<file path="config.mk">
export PLATFORM = sky130hd
export DESIGN_NAME = i2s_tx_core
export DESIGN_NICKNAME = d
export VERILOG_FILES = /design/src/rtl/i2s_tx_core.sv
export SDC_FILE = /design/constraint.sdc
export NUM_CORES = 1
export LEC_CHECK = 0
export CAP_MARGIN = 20
export CORE_MARGIN = 1
export CORE_UTILIZATION = 30
export CTS_CLUSTER_SIZE = 10
export DETAILED_ROUTE_END_ITERATION = 16
export HOLD_SLACK_MARGIN = 0.1
export PLACE_DENSITY = 0.54
export SLEW_MARGIN = 40
export SYNTH_ARGS = -nofsm -noshare
export SYNTH_HDL_FRONTEND = slang
export SYNTH_SLANG_ARGS = --single-unit
export TNS_END_PERCENT = 1
</file>
<file path="constraint.sdc">
create_clock -name clk -period 4.45 [get_ports clk]
set_input_delay 0.89 -clock clk [delete_from_list [all_inputs] [get_ports clk]]
set_output_delay 0.89 -clock clk [all_outputs]
set_load 0.005 [all_outputs]
</file>
<file path="src/rtl/i2s_tx_core.sv">
// i2s_tx_core: I2S/TDM transmit core. Programmable MCLK/BCLK dividers, a
// sample FIFO feeding a per-slot shift register, and frame-atomic underrun
// handling (a frame either carries CHANNELS samples or is all zeros).
module i2s_tx_core #(
    parameter int SAMPLE_WIDTH = 24,
    parameter int SLOT_WIDTH   = 32,
    parameter int CHANNELS     = 2,
    parameter int FIFO_DEPTH   = 8,
    parameter int DIV_WIDTH    = 8
) (
    input  logic                          clk,
    input  logic                          rst,
    input  logic                          enable,
    input  logic [DIV_WIDTH-1:0]          mclk_div,
    input  logic [DIV_WIDTH-1:0]          bclk_div,
    input  logic [SAMPLE_WIDTH-1:0]       sample_data,
    input  logic                          sample_valid,
    output logic                          sample_ready,
    output logic [$clog2(FIFO_DEPTH):0]   fifo_level,
    output logic                          starved,
    output logic [15:0]                   underrun_count,
    output logic                          i2s_mclock,
    output logic                          i2s_clock,
    output logic                          i2s_data,
    output logic                          i2s_lr
);

    localparam int LW = $clog2(FIFO_DEPTH) + 1;
    localparam int PW = (FIFO_DEPTH > 1) ? $clog2(FIFO_DEPTH) : 1;
    localparam int SW = (CHANNELS > 1) ? $clog2(CHANNELS) : 1;
    localparam int BW = (SLOT_WIDTH > 1) ? $clog2(SLOT_WIDTH) : 1;
    localparam logic [SW-1:0] LAST_S  = SW'(CHANNELS - 1);
    localparam logic [BW-1:0] LAST_B  = BW'(SLOT_WIDTH - 1);
    localparam logic [LW-1:0] CH_L    = LW'(CHANNELS);
    localparam logic [LW-1:0] DEPTH_L = LW'(FIFO_DEPTH);

    // FIFO
    logic [SAMPLE_WIDTH-1:0] mem [FIFO_DEPTH];
    logic [PW-1:0]           wr_ptr, rd_ptr;
    logic [LW-1:0]           level;
    logic                    push, pop;
    logic [SAMPLE_WIDTH-1:0] head_word;

    // clock generation
    logic [DIV_WIDTH-1:0]    mdiv_q, bdiv_q, mcnt, bcnt;
    logic                    enable_q, started, active, latch, bclk_fall, halt;

    // frame position and serializer
    logic [SW-1:0]           slot, nxt_slot;
    logic [BW-1:0]           bit_idx, nxt_bit;
    logic                    at_last, slot_start, frame_start;
    logic                    frame_ok, frame_ok_now, lr_nxt;
    logic [SAMPLE_WIDTH-1:0] shreg;

    assign sample_ready = (level < DEPTH_L);
    assign fifo_level   = level;
    assign push         = sample_valid && sample_ready;
    assign head_word    = mem[rd_ptr];

    // Clocks run while enabled or while a frame is still draining. The
    // dividers are only captured on a fresh start, so a re-rise during a
    // drain keeps the current timing.
    assign active    = enable || started;
    assign latch     = enable && !enable_q && !started;
    assign bclk_fall = active && !latch && i2s_clock && (bcnt == bdiv_q);
    assign at_last   = started && (slot == LAST_S) && (bit_idx == LAST_B);
    assign halt      = bclk_fall && at_last && !enable;

    assign slot_start   = bclk_fall && !halt && (nxt_bit == '0);
    assign frame_start  = slot_start && (nxt_slot == '0);
    assign frame_ok_now = (level >= CH_L);
    assign pop          = slot_start && (frame_start ? frame_ok_now : frame_ok);

    // Next (slot, bit) position; the first fall after a start lands on (0,0)
    always_comb begin
        nxt_slot = '0;
        nxt_bit  = '0;
        if (started && !at_last) begin
            if (bit_idx == LAST_B) begin
                nxt_slot = slot + 1'b1;
            end else begin
                nxt_slot = slot;
                nxt_bit  = bit_idx + 1'b1;
            end
        end
    end

    // Word select: I2S leads the MSB by one BCLK, TDM pulses on the last bit
    always_comb begin
        lr_nxt = 1'b0;
        if (CHANNELS == 2) begin
            lr_nxt = (nxt_bit == LAST_B) ? (nxt_slot == '0) : (nxt_slot != '0);
        end else begin
            lr_nxt = (nxt_slot == LAST_S) && (nxt_bit == LAST_B);
        end
    end

    // Sample storage; only the pointers need reset
    always_ff @(posedge clk) begin
        if (push) mem[wr_ptr] <= sample_data;
    end

    // FIFO pointers and occupancy
    always_ff @(posedge clk or negedge rst) begin
        if (!rst) begin
            wr_ptr <= '0;
            rd_ptr <= '0;
            level  <= '0;
        end else begin
            if (push) wr_ptr <= wr_ptr + 1'b1;
            if (pop)  rd_ptr <= rd_ptr + 1'b1;
            case ({push, pop})
                2'b10:   level <= level + 1'b1;
                2'b01:   level <= level - 1'b1;
                default: level <= level;
            endcase
        end
    end

    // MCLK / BCLK dividers
    always_ff @(posedge clk or negedge rst) begin
        if (!rst) begin
            mdiv_q     <= '0;
            bdiv_q     <= '0;
            mcnt       <= '0;
            bcnt       <= '0;
            i2s_mclock <= 1'b0;
            i2s_clock  <= 1'b0;
        end else if (latch) begin
            mdiv_q     <= mclk_div;
            bdiv_q     <= bclk_div;
            mcnt       <= '0;
            bcnt       <= '0;
            i2s_mclock <= 1'b0;
            i2s_clock  <= 1'b0;
        end else if (!active || halt) begin
            mcnt       <= '0;
            bcnt       <= '0;
            i2s_mclock <= 1'b0;
            i2s_clock  <= 1'b0;
        end else begin
            if (mcnt == mdiv_q) begin
                mcnt       <= '0;
                i2s_mclock <= ~i2s_mclock;
            end else begin
                mcnt <= mcnt + 1'b1;
            end
            if (bcnt == bdiv_q) begin
                bcnt      <= '0;
                i2s_clock <= ~i2s_clock;
            end else begin
                bcnt <= bcnt + 1'b1;
            end
        end
    end

    // Position, frame check, shift register and serial outputs on bclk_fall
    always_ff @(posedge clk or negedge rst) begin
        if (!rst) begin
            enable_q       <= 1'b0;
            started        <= 1'b0;
            slot           <= '0;
            bit_idx        <= '0;
            frame_ok       <= 1'b0;
            shreg          <= '0;
            i2s_data       <= 1'b0;
            i2s_lr         <= 1'b0;
            starved        <= 1'b0;
            underrun_count <= '0;
        end else begin
            enable_q <= enable;
            starved  <= 1'b0;
            if (halt) begin
                started  <= 1'b0;
                slot     <= '0;
                bit_idx  <= '0;
                shreg    <= '0;
                i2s_data <= 1'b0;
                i2s_lr   <= 1'b0;
            end else if (bclk_fall) begin
                started <= 1'b1;
                slot    <= nxt_slot;
                bit_idx <= nxt_bit;
                i2s_lr  <= lr_nxt;
                if (frame_start) begin
                    frame_ok <= frame_ok_now;
                    if (!frame_ok_now) begin
                        starved <= 1'b1;
                        if (underrun_count != 16'hFFFF)
                            underrun_count <= underrun_count + 16'd1;
                    end
                end
                if (slot_start) begin
                    // zero frames load zeros so the slot shifts out silence
                    if (pop) begin
                        i2s_data <= head_word[SAMPLE_WIDTH-1];
                        shreg    <= head_word << 1;
                    end else begin
                        i2s_data <= 1'b0;
                        shreg    <= '0;
                    end
                end else begin
                    i2s_data <= shreg[SAMPLE_WIDTH-1];
                    shreg    <= shreg << 1;
                end
            end
        end
    end

endmodule

</file>
==> results of run 1 <==
layer usage:
| metal | global-route usage | vias to the layer above | part of all wire |
|---|---|---|---|
| li1 | - | 2944 | - |
| met3 | 0.02489 | 37 | 0.036 |
| met1 | 0.1757 | 3266 | 0.47 |
| met2 | 0.2067 | 125 | 0.47 |
| met4 | 0.03735 | 0 | 0.018 |
| met5 | 0 | - | 0 |
synth_stat cells (8+ instances only):
master,instances
sky130_fd_sc_hd__a221o_1,16
sky130_fd_sc_hd__and3_1,8
sky130_fd_sc_hd__buf_2,11
sky130_fd_sc_hd__clkbuf_1,21
sky130_fd_sc_hd__dfrtp_1,95
sky130_fd_sc_hd__edfxtp_1,192
sky130_fd_sc_hd__ha_1,10
sky130_fd_sc_hd__inv_1,11
sky130_fd_sc_hd__mux2_2,19
sky130_fd_sc_hd__mux2i_1,26
sky130_fd_sc_hd__mux4_2,48
sky130_fd_sc_hd__nand2_1,32
sky130_fd_sc_hd__nand3_1,27
sky130_fd_sc_hd__nor2_1,29
sky130_fd_sc_hd__nor3_1,8
sky130_fd_sc_hd__nor4_1,27
sky130_fd_sc_hd__o211ai_1,8
sky130_fd_sc_hd__xnor2_1,21
sky130_fd_sc_hd__xor2_1,36
layout by cell type, fill, tap and decap left out, types with 8 or more instances in the layout:
cell type | netlist | final
sky130_fd_sc_hd__mux4_2 | 48 | 48
sky130_fd_sc_hd__nand2_1 | 32 | 32
sky130_fd_sc_hd__o211ai_1 | 8 | 8
sky130_fd_sc_hd__and3_1 | 8 | 8
sky130_fd_sc_hd__buf_4 | 0 | 18
sky130_fd_sc_hd__mux2i_1 | 26 | 26
sky130_fd_sc_hd__a221o_1 | 16 | 16
sky130_fd_sc_hd__ha_1 | 10 | 10
sky130_fd_sc_hd__edfxtp_1 | 192 | 192
sky130_fd_sc_hd__nand3_1 | 27 | 26
sky130_fd_sc_hd__xnor2_1 | 21 | 21
sky130_fd_sc_hd__mux2_2 | 19 | 19
sky130_fd_sc_hd__nor4_1 | 27 | 27
sky130_fd_sc_hd__inv_1 | 11 | 11
sky130_fd_sc_hd__nor2_1 | 29 | 23
sky130_fd_sc_hd__clkbuf_16 | 0 | 35
sky130_fd_sc_hd__clkbuf_1 | 21 | 22
sky130_fd_sc_hd__dfrtp_1 | 95 | 93
sky130_fd_sc_hd__clkdlybuf4s50_1 | 0 | 68
sky130_fd_sc_hd__xor2_1 | 36 | 36
kinds of logic after synthesis:
logic type	share of synthesized area
AOI/OAI and AO/OA	0.03148
xor gates and xnor gates	0.04229
adders and majority gates	0.01060
buffers and inverters	0.01759
DFF	0.6898
muxes	0.1340
and+or+nand+nor	0.07430
metrics by stage:
| stage | area (um^2) | hold WS, ns | setup slack [ns] | instances |
|---|---|---|---|---|
| 2_1_floorplan | 11810 | 0.4446 | 0.7960 | 709 |
| 3_3_place_gp | 13150 | 0.4649 | 0.5835 | 1278 |
| 3_5_place_dp | 13170 | 0.4698 | 0.5146 | 1279 |
| 4_1_cts | 14220 | 0.3959 | 0.5992 | 1342 |
| 5_1_grt | 14220 | 0.4203 | 0.3876 | 1342 |
| 6_report | 14220 | 0.3700 | 0.6052 | 1342 |
critical path, cell delays in order (launching register included):
cell and delay [ns]:
sky130_fd_sc_hd__dfrtp_1 0.43, sky130_fd_sc_hd__ha_1 0.27, sky130_fd_sc_hd__and3_1 0.20, sky130_fd_sc_hd__ha_1 0.27, sky130_fd_sc_hd__or3b_2 0.47, sky130_fd_sc_hd__mux2i_1 0.24
sky130_fd_sc_hd__a31o_2 0.16, sky130_fd_sc_hd__or3_1 0.39, sky130_fd_sc_hd__inv_1 0.12, sky130_fd_sc_hd__ha_1 0.29, sky130_fd_sc_hd__xor2_1 0.17, sky130_fd_sc_hd__ha_1 0.19
sky130_fd_sc_hd__a21oi_1 0.14, sky130_fd_sc_hd__xor2_1 0.16, sky130_fd_sc_hd__nor2_1 0.06, sky130_fd_sc_hd__xor2_1 0.14
registers in the layout, indices dropped and copies added (netlist names), 4 cells and up:
signal	flops
mem	192
shreg	23
underrun_count	16
bcnt	8
bdiv_q	8
mcnt	8
mdiv_q	8
bit_idx	5
fifo_level	4
power by group:
| part | switching, W | leakage [nW] | internal, W |
|---|---|---|---|
| Sequential | 0.000131 | 2.96 | 0.00296 |
| Clock | 0.00108 | 0.500 | 0.00153 |
| Combinational | 0.000230 | 1.51 | 0.000257 |
final cells by class:
cell class              instances  share of cell area
flip-flops and latches        287              0.5731
multi-input cells             375              0.2454
clock buffers                  59             0.06935
repair buffers                 88             0.05958
well taps                     518             0.04559
clock inverters                 4            0.004048
inverters                      11            0.002904
worst max path at each step:
stage / start / to / depth (start not counted)
final: bit_idx[0]$_DFFE_PN0P_ / fifo_level[2]$_DFFE_PN0P_ / 15
after global routing: bit_idx[0]$_DFFE_PN0P_ / fifo_level[2]$_DFFE_PN0P_ / 15
after CTS: bit_idx[0]$_DFFE_PN0P_ / fifo_level[2]$_DFFE_PN0P_ / 15
after detailed placement: enable / fifo_level[2]$_DFFE_PN0P_ / 13
after global placement: enable / fifo_level[2]$_DFFE_PN0P_ / 13
after floorplan: bit_idx[0]$_DFFE_PN0P_ / fifo_level[2]$_DFFE_PN0P_ / 19
==> out/qor.yml, run 1 <==
ios: 70
area.sequential_um2: 8148
vdd_drop_max_v: 0.0002977
finalWorstPathRequiredPeriod_ns: 3.845
vias: 6372
drt-pass1-iter-count: 4
maxSlewHeadroom: 0.4755
post-route-period-util: 0.8640
cts_num_sinks: 287
globalRouteOverflowTotal: 0
netlist.top_cell.by_area: "sky130_fd_sc_hd__edfxtp_1"
clkLatencyLatePin_ns: 0.53
numPortBuffers: 69
gp_congestion: 0.7674
post_drt_via_cell_ratio: 4.748
power_w: 0.006185
synth_cell_type_count: 47
core_um2: 38740
total_area_of_multi_input_combinational_cells_um2: 3490
ff2ff_path_depth: 15
drc_errors: 0
number_of_levels_in_the_clock_h_tree: 2
post-cts-setup-buffers: 0
drt_iter0_markers: 365
post_cts_resize_count: 0
finalNetCount: 852
p_per_area_nw_per_um2: 435.0
route.final.wire_length_um: 25250
critPathMaxFanout: 10
unrepaired_setup_endpoints_after_global_routing: "false"
synth_area_leaders: "sky130_fd_sc_hd__edfxtp_1 (49%), sky130_fd_sc_hd__dfrtp_1 (20%), sky130_fd_sc_hd__mux4_2 (9.2%)"
r2r_startpoint: "bit_idx[0]$_DFFE_PN0P_"
layout-area-overhead-vs-synth_pct: 20.43
drv.max_cap_violation_count: 0
ys.flop_type: "sky130_fd_sc_hd__edfxtp_1"
worstSetupStartpointType: "flop"
route.antenna.remaining_nets: 0
required_ns: 4.86
synth_largest_type_area_fraction: 0.4884
synth_edf_count: 192
critPathKind: "reg2reg"
synth_warnings: 0
status: "finished clean"
fmaxAchievable_mhz: 260.1
core.rowCount: 72
postSynthAreaPerCell_um2: 16.65
synthesized_netlist_net_count: 763
timing_hold_violations_final: 0
grt_max_degree: 72
end_kind: "flop"
mappedNetlistArea_um2: 11810
die_h_um: 200.4
timing.final.setup_violations: 0
dieWidth_um: 200.4
tritoncts: "yes"
cts.clk_slew.worst_paths_ns: 0.05
first_global_vias: 6735
r2r_slack_ns: 0.61
wl_per_cell_um: 18.82
synth_seq_area_share: 0.6898
slew_violations: 0
totalNegativeSetupSlack_ns: 0
max-clock-path-buffers: 3
design.die.area_um2: 40150
min-delay-path-class: "in2async"
synth-seq-cells: 287
postSynth.asyncResetShare: 0.3310
grt_util_all_layers: 0.1283
power.static_leakage_nw: 4.971
post_route_cells_drive_above_1_share: 0.1772
tritoncts.num_buffers: 35
setup_clock_skew_after_layout_ns: 0.01555
synthCells: 709
worst-endpoint-arrival_ns: 4.25
global_route_wire_length_before_repair_um: 39890
layout.filler_cells: 3678
place_hpwl_um: 14490
tightest_slew_ns: 0.7868
grt_antenna_before_repair: 0
root_buffer_selected_by_cts: "sky130_fd_sc_hd__clkbuf_16"
r2r_end: "fifo_level[2]$_DFFE_PN0P_"
post_cts_hold_buffers: 0
diodes: 0
initial_core_util: 0.3047
finalCoreUtilization: 0.3670
No activity file was read; power rests on OpenSTA's default activity.
==> run 2: changes to the inputs <==
--- a/config.mk
+++ b/config.mk
@@ -5,6 +5,7 @@
 export SDC_FILE = /design/constraint.sdc
 export NUM_CORES = 1
 export LEC_CHECK = 0
+export ABC_AREA = 1
 export CAP_MARGIN = 20
 export CORE_MARGIN = 1
 export CORE_UTILIZATION = 30
==> run 2 against run 1 <==
Net effect:
- critical path depth up 6
- clock power down 3%
- largest cell class unchanged
- highest routed layer unchanged
- clock skew up 0.00075 ns
- cell area up 2.7%
- combinational power up 8.4%
==> out/qor.yml, run 2 <==
status: "finished clean"
first_global_vias: 8085  # +20%
dieWidth_um: 204.1  # +1.9%
setup.worst_path.start: "bit_idx[0]$_DFFE_PN0P_"
ys.flop_type: "sky130_fd_sc_hd__edfxtp_1"
critPathCapture: "fifo_level[3]$_DFFE_PN0P_"
initial_core_util: 0.3064  # +0.001626
totalNegativeSetupSlack_ns: 0  # unchanged
cp.depth: 21  # +6
synth-seq-cells: 287  # unchanged
timing.critical_path.max_delay_family: "simple AND/OR/NAND/NOR gates"
r2r_slack_ns: 1.10  # +0.50 ns
wl_per_cell_um: 16.11  # -14%
drv.max_cap_violation_count: 0  # unchanged
gp_congestion: 0.7534  # -1.8%
cpMaxStageDelayCell: "sky130_fd_sc_hd__dfrtp_1"
post_cts_resize_count: 0  # unchanged
post_route_cells_drive_above_1_share: 0.08347  # -0.09371
p_per_area_nw_per_um2: 428.5  # -1.5%
post_cts_hold_buffers: 0  # unchanged
final_cell_area_um2: 14600  # +2.7%
dpl_cell_area_um2: 13590  # +3.1%
synthCells: 1123  # +58%
r2r_end: "fifo_level[3]$_DFFE_PN0P_"
tightest_slew_ns: 0.7499  # -0.03689 ns
grt_antenna_before_repair: 0  # unchanged
global_route_wire_length_before_repair_um: 44580  # +12%
unrepaired_setup_endpoints_after_global_routing: "false"
timing.final.setup_violations: 0  # unchanged
timing_hold_violations_final: 0  # unchanged
ff2ff_path_depth: 21  # +6
tritoncts: "yes"
proportion_of_power_drawn_by_combinational_gates: 0.084  # +0.005
hold_ws_ns: 0.4030  # +0.03295 ns
core.rowCount: 73  # +1.4%
final_common_cell: "sky130_fd_sc_hd__nand2_1"
core_um2: 40010  # +3.3%
grt_max_degree: 99  # +38%
netlist.top_cell.by_area: "sky130_fd_sc_hd__edfxtp_1"
final_cell_mix: "sky130_fd_sc_hd__nand2_1 (314), sky130_fd_sc_hd__edfxtp_1 (192), sky130_fd_sc_hd__nor2_1 (101)"
dpl.cell_count: 1686  # +32%
synth_seq_area_share: 0.6644  # -0.02542
post-cts-setup-buffers: 0  # unchanged
ios: 70  # unchanged
cp.buffers_inverters: 0  # -1
diodes: 0  # unchanged
synth_most_common_cell: "sky130_fd_sc_hd__nand2_1"
post-route-period-util: 0.7517  # -0.1123
required_ns: 4.89  # +0.03 ns
end_kind: "flop"
root_buffer_selected_by_cts: "sky130_fd_sc_hd__clkbuf_16"
finalNonFillerCells: 1747  # +30%
synthesized_netlist_net_count: 1177  # +54%
synth_area_leaders: "sky130_fd_sc_hd__edfxtp_1 (47%), sky130_fd_sc_hd__dfrtp_1 (19%), sky130_fd_sc_hd__nand2_1 (9.6%)"
drc_errors: 0  # unchanged
layout-area-overhead-vs-synth_pct: 19.11
clkLatencyLatePin_ns: 0.52  # about the same
finalWorstPathRequiredPeriod_ns: 3.345  # -0.4995 ns
cts_num_sinks: 287  # unchanged
synth_cell_type_count: 36  # -23%
route.final.wire_length_um: 28150  # +11%
number_of_levels_in_the_clock_h_tree: 2  # unchanged
synth_largest_type_area_fraction: 0.4704  # -0.01800
maxSlewHeadroom: 0.5001  # +0.02459
fmaxAchievable_mhz: 298.9  # +15%
swShare: 0.2356  # +0.002127
vdd_drop_max_v: 0.0002776  # -6.7%
worstPathCellList: "ha_1, nand2_1, nor2_1, ha_1, nand2_1, nand3b_1, nor2_1, nor2_1, nand3_1, nor2_4, nand2_1, nand2_2, nand2_2, nor2_4, ha_1, xor2_1, nand2_1, o21ai_0, o21ai_0, a21oi_1, xor2_1"
drt-pass1-iter-count: 5  # +1
synth_warnings: 0  # unchanged
seq_power_share: 0.509  # +0.009
vias: 8298  # +30%
power.static_leakage_nw: 5.765  # +16%
finalNetCount: 1252  # +47%
route.antenna.remaining_nets: 0  # unchanged
p_sw_w: 0.001473  # +2.1%
cp_slowest_stage_delay_ns: 0.39  # -0.08 ns
max-clock-path-buffers: 3  # unchanged
largest_reg_flops: 192  # unchanged
postSynth.asyncResetShare: 0.3310  # unchanged
crit_top_cell: "sky130_fd_sc_hd__nand2_1"
cts.clk_slew.worst_paths_ns: 0.06  # about the same
clockPowerShare: 0.406  # -0.016
min-delay-path-class: "in2async"
max_flop_register: "mem"
largestRegisters: "mem: 192 flops, shreg: 23 flops, underrun_count: 16 flops"
netlist_top_cells_count: "sky130_fd_sc_hd__nand2_1 (315), sky130_fd_sc_hd__edfxtp_1 (192), sky130_fd_sc_hd__nor2_1 (109)"
postSynthAreaPerCell_um2: 10.91  # -34%
place_hpwl_um: 15680  # +8.2%
die_h_um: 204.1  # +1.9%
critPathMaxFanout: 8  # -2
worst-endpoint-arrival_ns: 3.78  # -0.47 ns
drt_iter0_markers: 503  # +38%
critPathKind: "reg2reg"
setup_clock_skew_after_layout_ns: 0.01630  # +0.0007478 ns
intPower_w: 0.004782  # +0.86%
slew_violations: 0  # unchanged
tritoncts.num_buffers: 35  # unchanged
post_drt_via_cell_ratio: 4.750  # about the same
numPortBuffers: 69  # unchanged
synth_edf_count: 192  # unchanged
design.die.area_um2: 41670  # +3.8%
r2r_startpoint: "bit_idx[0]$_DFFE_PN0P_"
globalRouteOverflowTotal: 0  # unchanged
worstSetupStartpointType: "flop"
mappedNetlistArea_um2: 12260  # +3.8%
grt_util_all_layers: 0.1372  # +0.008912
-- run 2: worst reg2reg max path: stages (launching register included) --
cell and delay, ns:
sky130_fd_sc_hd__dfrtp_1 0.39, sky130_fd_sc_hd__ha_1 0.21, sky130_fd_sc_hd__nand2_1 0.06, sky130_fd_sc_hd__nor2_1 0.09, sky130_fd_sc_hd__ha_1 0.18, sky130_fd_sc_hd__nand2_1 0.09, sky130_fd_sc_hd__nand3b_1 0.14, sky130_fd_sc_hd__nor2_1 0.09
sky130_fd_sc_hd__nor2_1 0.09, sky130_fd_sc_hd__nand3_1 0.11, sky130_fd_sc_hd__nor2_4 0.18, sky130_fd_sc_hd__nand2_1 0.10, sky130_fd_sc_hd__nand2_2 0.08, sky130_fd_sc_hd__nand2_2 0.07, sky130_fd_sc_hd__nor2_4 0.18, sky130_fd_sc_hd__ha_1 0.29
sky130_fd_sc_hd__xor2_1 0.24, sky130_fd_sc_hd__nand2_1 0.07, sky130_fd_sc_hd__o21ai_0 0.21, sky130_fd_sc_hd__o21ai_0 0.10, sky130_fd_sc_hd__a21oi_1 0.15, sky130_fd_sc_hd__xor2_1 0.15
-- run 2: cells by family (layout without fill, tap and decap cells) --
logic type,Yosys count,in the layout,synth area share
AND/OR/NAND/NOR,500,500,0.1706
multiplexers,11,11,0.01011
buffers and inverters,105,204,0.03450
flip-flops,287,287,0.6644
XOR/XNOR,39,39,0.02787
AO/OA/AOI/OAI,171,171,0.08238
adder cells (fa/ha/maj),10,10,0.01021
-- run 2: area by class of cell --
class	instances	area, um^2
Fill cell	3983	25410
Sequential cell	287	8144
Multi-Input combinational cell	731	3714
Clock buffer	57	968.4
Timing Repair Buffer	89	870.8
Tap cell	525	656.9
Inverter	54	202.7
Clock inverter	4	42.54
-- run 2: layer usage --
metal | part of all wire | wire length [um] | global-route usage
met5 | 0 | 0 | 0
met4 | 0.023 | 654 | 0.04318
met3 | 0.046 | 1291 | 0.02471
met2 | 0.49 | 13660 | 0.2337
met1 | 0.45 | 12540 | 0.1759
-- run 2: power by group through the flow --
| stage | registers, W | logic [W] | clock network, W |
|---|---|---|---|
| 2_1_floorplan | 0.00323 | 0.000246 | 0 |
| 3_3_place_gp | 0.00324 | 0.000532 | 0 |
| 3_5_place_dp | 0.00324 | 0.000545 | 0 |
| 4_1_cts | 0.00319 | 0.000548 | 0.00263 |
| 5_1_grt | 0.00321 | 0.000593 | 0.00273 |
| 6_report | 0.00319 | 0.000528 | 0.00254 |
-- run 2: worst min-delay path by stage --
| stage | slack, ns | to | from |
|---|---|---|---|
| floorplan | 0.45 | shreg[10]$_DFFE_PN0P_ | shreg[10]$_DFFE_PN0P_ |
| global placement | 0.46 | shreg[8]$_DFFE_PN0P_ | shreg[8]$_DFFE_PN0P_ |
| detailed placement | 0.47 | shreg[11]$_DFFE_PN0P_ | shreg[11]$_DFFE_PN0P_ |
| CTS | 0.43 | fifo_level[2]$_DFFE_PN0P_ | rst |
| global route | 0.47 | fifo_level[2]$_DFFE_PN0P_ | rst |
| finish | 0.40 | fifo_level[2]$_DFFE_PN0P_ | rst |
-- run 2: per-stage QoR --
step | util | total power [W] | setup slack [ns]
3_3_place_gp | 0.3394 | 0.003771 | 0.7470
2_1_floorplan | - | 0.003475 | 1.334
3_5_place_dp | 0.3397 | 0.003785 | 0.5610
6_report | 0.3649 | 0.006255 | 1.105
5_1_grt | 0.3649 | 0.006534 | 0.6255
4_1_cts | 0.3649 | 0.006371 | 1.059
==> run 3: changes to the inputs <==
==> constraint.sdc (replaced) <==
create_clock -name clk -period 3.2 [get_ports clk]
set_input_delay 0.64 -clock clk [delete_from_list [all_inputs] [get_ports clk]]
set_output_delay 0.64 -clock clk [all_outputs]
set_load 0.005 [all_outputs]
==> run 3 against run 2 <==
Net effect:
- total power increased by 41%
- combinational power increased by 52%
- clock-buffer cell count decreased by 5
- fmax increased by 13%
- cell count increased by 1.3%
- worst hold slack got worse by 0.24 ns
- first-iteration DRC count increased by 6.0%
- flip-flop and latch count unchanged
- clock skew decreased by 0.0045 ns
- largest cell class unchanged
- highest routed layer unchanged
==> out/qor.yml, run 3 (synthesis results as in run 2) <==
post-route-period-util: 0.9277  # +0.1760
core_um2: 40010  # unchanged
status: "finished clean"
largestRegisters: "mem: 192 flops, shreg: 23 flops, underrun_count: 16 flops"
worstPathCellList: "ha_2, nand2_1, nor2_1, ha_2, nand2_1, nand3b_1, or2_2, nand3_2, nor2_4, nand2_1, nand2_2, nand2_2, nor2_4, ha_4, xor2_2, buf_4, ha_1, a21oi_2, xnor2_1, o21ai_0"
drt-pass1-iter-count: 5  # unchanged
tightest_slew_ns: 0.7251  # -0.02478 ns
route.final.wire_length_um: 29060  # +3.2%
timing_hold_violations_final: 0  # unchanged
number_of_levels_in_the_clock_h_tree: 2  # unchanged
layout-area-overhead-vs-synth_pct: 21.72
critPathMaxFanout: 4  # -4
max-clock-path-buffers: 3  # unchanged
p_sw_w: 0.002127  # +44%
crit_top_cell: "sky130_fd_sc_hd__nand2_1"
vdd_drop_max_v: 0.0003838  # +38%
worst-endpoint-arrival_ns: 3.37  # -0.41 ns
finalCoreUtilization: 0.3729  # +0.008007
post_drt_via_cell_ratio: 4.714  # -0.76%
wl_per_cell_um: 16.43  # +2.0%
intPower_w: 0.006703  # +40%
final_cell_area_um2: 14920  # +2.2%
first_global_vias: 8366  # +3.5%
required_ns: 3.60  # -1.29 ns
dieWidth_um: 204.1  # unchanged
finalNetCount: 1279  # +2.2%
r2r_slack_ns: 0.23  # -0.87 ns
swShare: 0.2409  # +0.005352
design.die.area_um2: 41670  # unchanged
unrepaired_setup_endpoints_after_global_routing: "true"
cpMaxStageDelayCell: "sky130_fd_sc_hd__dfrtp_1"
largest_reg_flops: 192  # unchanged
p_per_area_nw_per_um2: 591.9  # +38%
drv.max_cap_violation_count: 0  # unchanged
power.static_leakage_nw: 5.929  # +2.8%
final_cell_mix: "sky130_fd_sc_hd__nand2_1 (314), sky130_fd_sc_hd__edfxtp_1 (192), sky130_fd_sc_hd__nor2_1 (101)"
dpl.cell_count: 1710  # +1.4%
globalRouteOverflowTotal: 0  # unchanged
post_route_cells_drive_above_1_share: 0.1093  # +0.02586
vias: 8339  # +0.49%
grt_antenna_before_repair: 0  # unchanged
post_cts_hold_buffers: 0  # unchanged
initial_core_util: 0.3064  # unchanged
ios: 70  # unchanged
clockPowerShare: 0.407  # about the same
min-delay-path-class: "in2async"
finalNonFillerCells: 1769  # +1.3%
drc_errors: 0  # unchanged
final_common_cell: "sky130_fd_sc_hd__nand2_1"
cp_slowest_stage_delay_ns: 0.39  # about the same
finalWorstPathRequiredPeriod_ns: 2.969  # -0.3766 ns
critPathKind: "reg2reg"
tritoncts: "yes"
place_hpwl_um: 16780  # +7.0%
seq_power_share: 0.503  # -0.006
hold_ws_ns: 0.1599  # -0.2431 ns
proportion_of_power_drawn_by_combinational_gates: 0.091  # +0.007
numPortBuffers: 69  # unchanged
tritoncts.num_buffers: 35  # unchanged
gp_congestion: 0.7696  # +2.2%
grt_util_all_layers: 0.1420  # +0.004873
root_buffer_selected_by_cts: "sky130_fd_sc_hd__clkbuf_16"
end_kind: "flop"
fmaxAchievable_mhz: 336.9  # +13%
dpl_cell_area_um2: 13830  # +1.8%
grt_max_degree: 99  # unchanged
timing.critical_path.max_delay_family: "simple AND/OR/NAND/NOR gates"
drt_iter0_markers: 533  # +6.0%
maxSlewHeadroom: 0.5159  # +0.01582
max_flop_register: "mem"
setup_clock_skew_after_layout_ns: 0.01182  # -0.004481 ns
worstSetupStartpointType: "flop"
die_h_um: 204.1  # unchanged
slew_violations: 0  # unchanged
diodes: 0  # unchanged
route.antenna.remaining_nets: 0  # unchanged
clkLatencyLatePin_ns: 0.53  # about the same
timing.final.setup_violations: 0  # unchanged
layout.filler_cells: 3960  # -0.58%
cts.clk_slew.worst_paths_ns: 0.06  # about the same
cp.buffers_inverters: 1  # +1
global_route_wire_length_before_repair_um: 46010  # +3.2%
cts_num_sinks: 287  # unchanged
core.rowCount: 73  # unchanged
run 3: final timing paths:
path,from,end,cells after the start
max,bit_idx[1]$_DFFE_PN0P_,fifo_level[2]$_DFFE_PN0P_,20
min,rst,underrun_count[0]$_DFFE_PN0P_,1
max reg2reg,bit_idx[1]$_DFFE_PN0P_,fifo_level[2]$_DFFE_PN0P_,20
min reg2reg,shreg[6]$_DFFE_PN0P_,shreg[6]$_DFFE_PN0P_,2
max in group asynchronous,rst,mdiv_q[7]$_DFFE_PN0N_,2
min in group clk,shreg[6]$_DFFE_PN0P_,shreg[6]$_DFFE_PN0P_,2
run 3: routing by layer:
metal  GRT usage  vias up  share of wire
met5           0        -              0
met4     0.03918        0          0.016
met1      0.1837     4035           0.45
met2      0.2401      186           0.48
li1            -     4078              -
met3     0.02902       40          0.054
run 3: final cells by class:
type | count | area, um^2 | share of cell area
inverters | 54 | 202.7 | 0.01359
clock inverters | 4 | 63.81 | 0.004277
repair buffers | 116 | 1141 | 0.07648
multi-input cells | 731 | 3751 | 0.2514
well taps | 525 | 656.9 | 0.04403
clock buffers | 52 | 959.7 | 0.06432
flip-flops and latches | 287 | 8144 | 0.5459
run 3: timing repair:
item | 4_1_cts | 5_1_grt
pin swaps | 0 | 1
setup buffers | 0 | 3
cloned | 0 | 0
resized for setup | 1 | 9
setup endpoints to repair | 1 | 3
run 3: power by group through the flow:
stage / Combinational [W] / Clock, W / Sequential [W]
finish: 0.000801 / 0.00359 / 0.00444
global route: 0.000895 / 0.00384 / 0.00447
CTS: 0.000817 / 0.00370 / 0.00444
detailed placement: 0.000811 / 0 / 0.00451
global placement: 0.000801 / 0 / 0.00450
floorplan: 0.000342 / 0 / 0.00449
run 3: stage by stage:
step | setup TNS (ns) | power (W) | worst slack [ns]
3_3_place_gp | -0.05383 | 0.005306 | -0.05383
4_1_cts | 0 | 0.008961 | 0.009977
2_1_floorplan | 0 | 0.004832 | 0.08386
5_1_grt | -0.01425 | 0.009203 | -0.008671
3_5_place_dp | -0.2517 | 0.005321 | -0.1333
6_report | 0 | 0.008831 | 0.2313
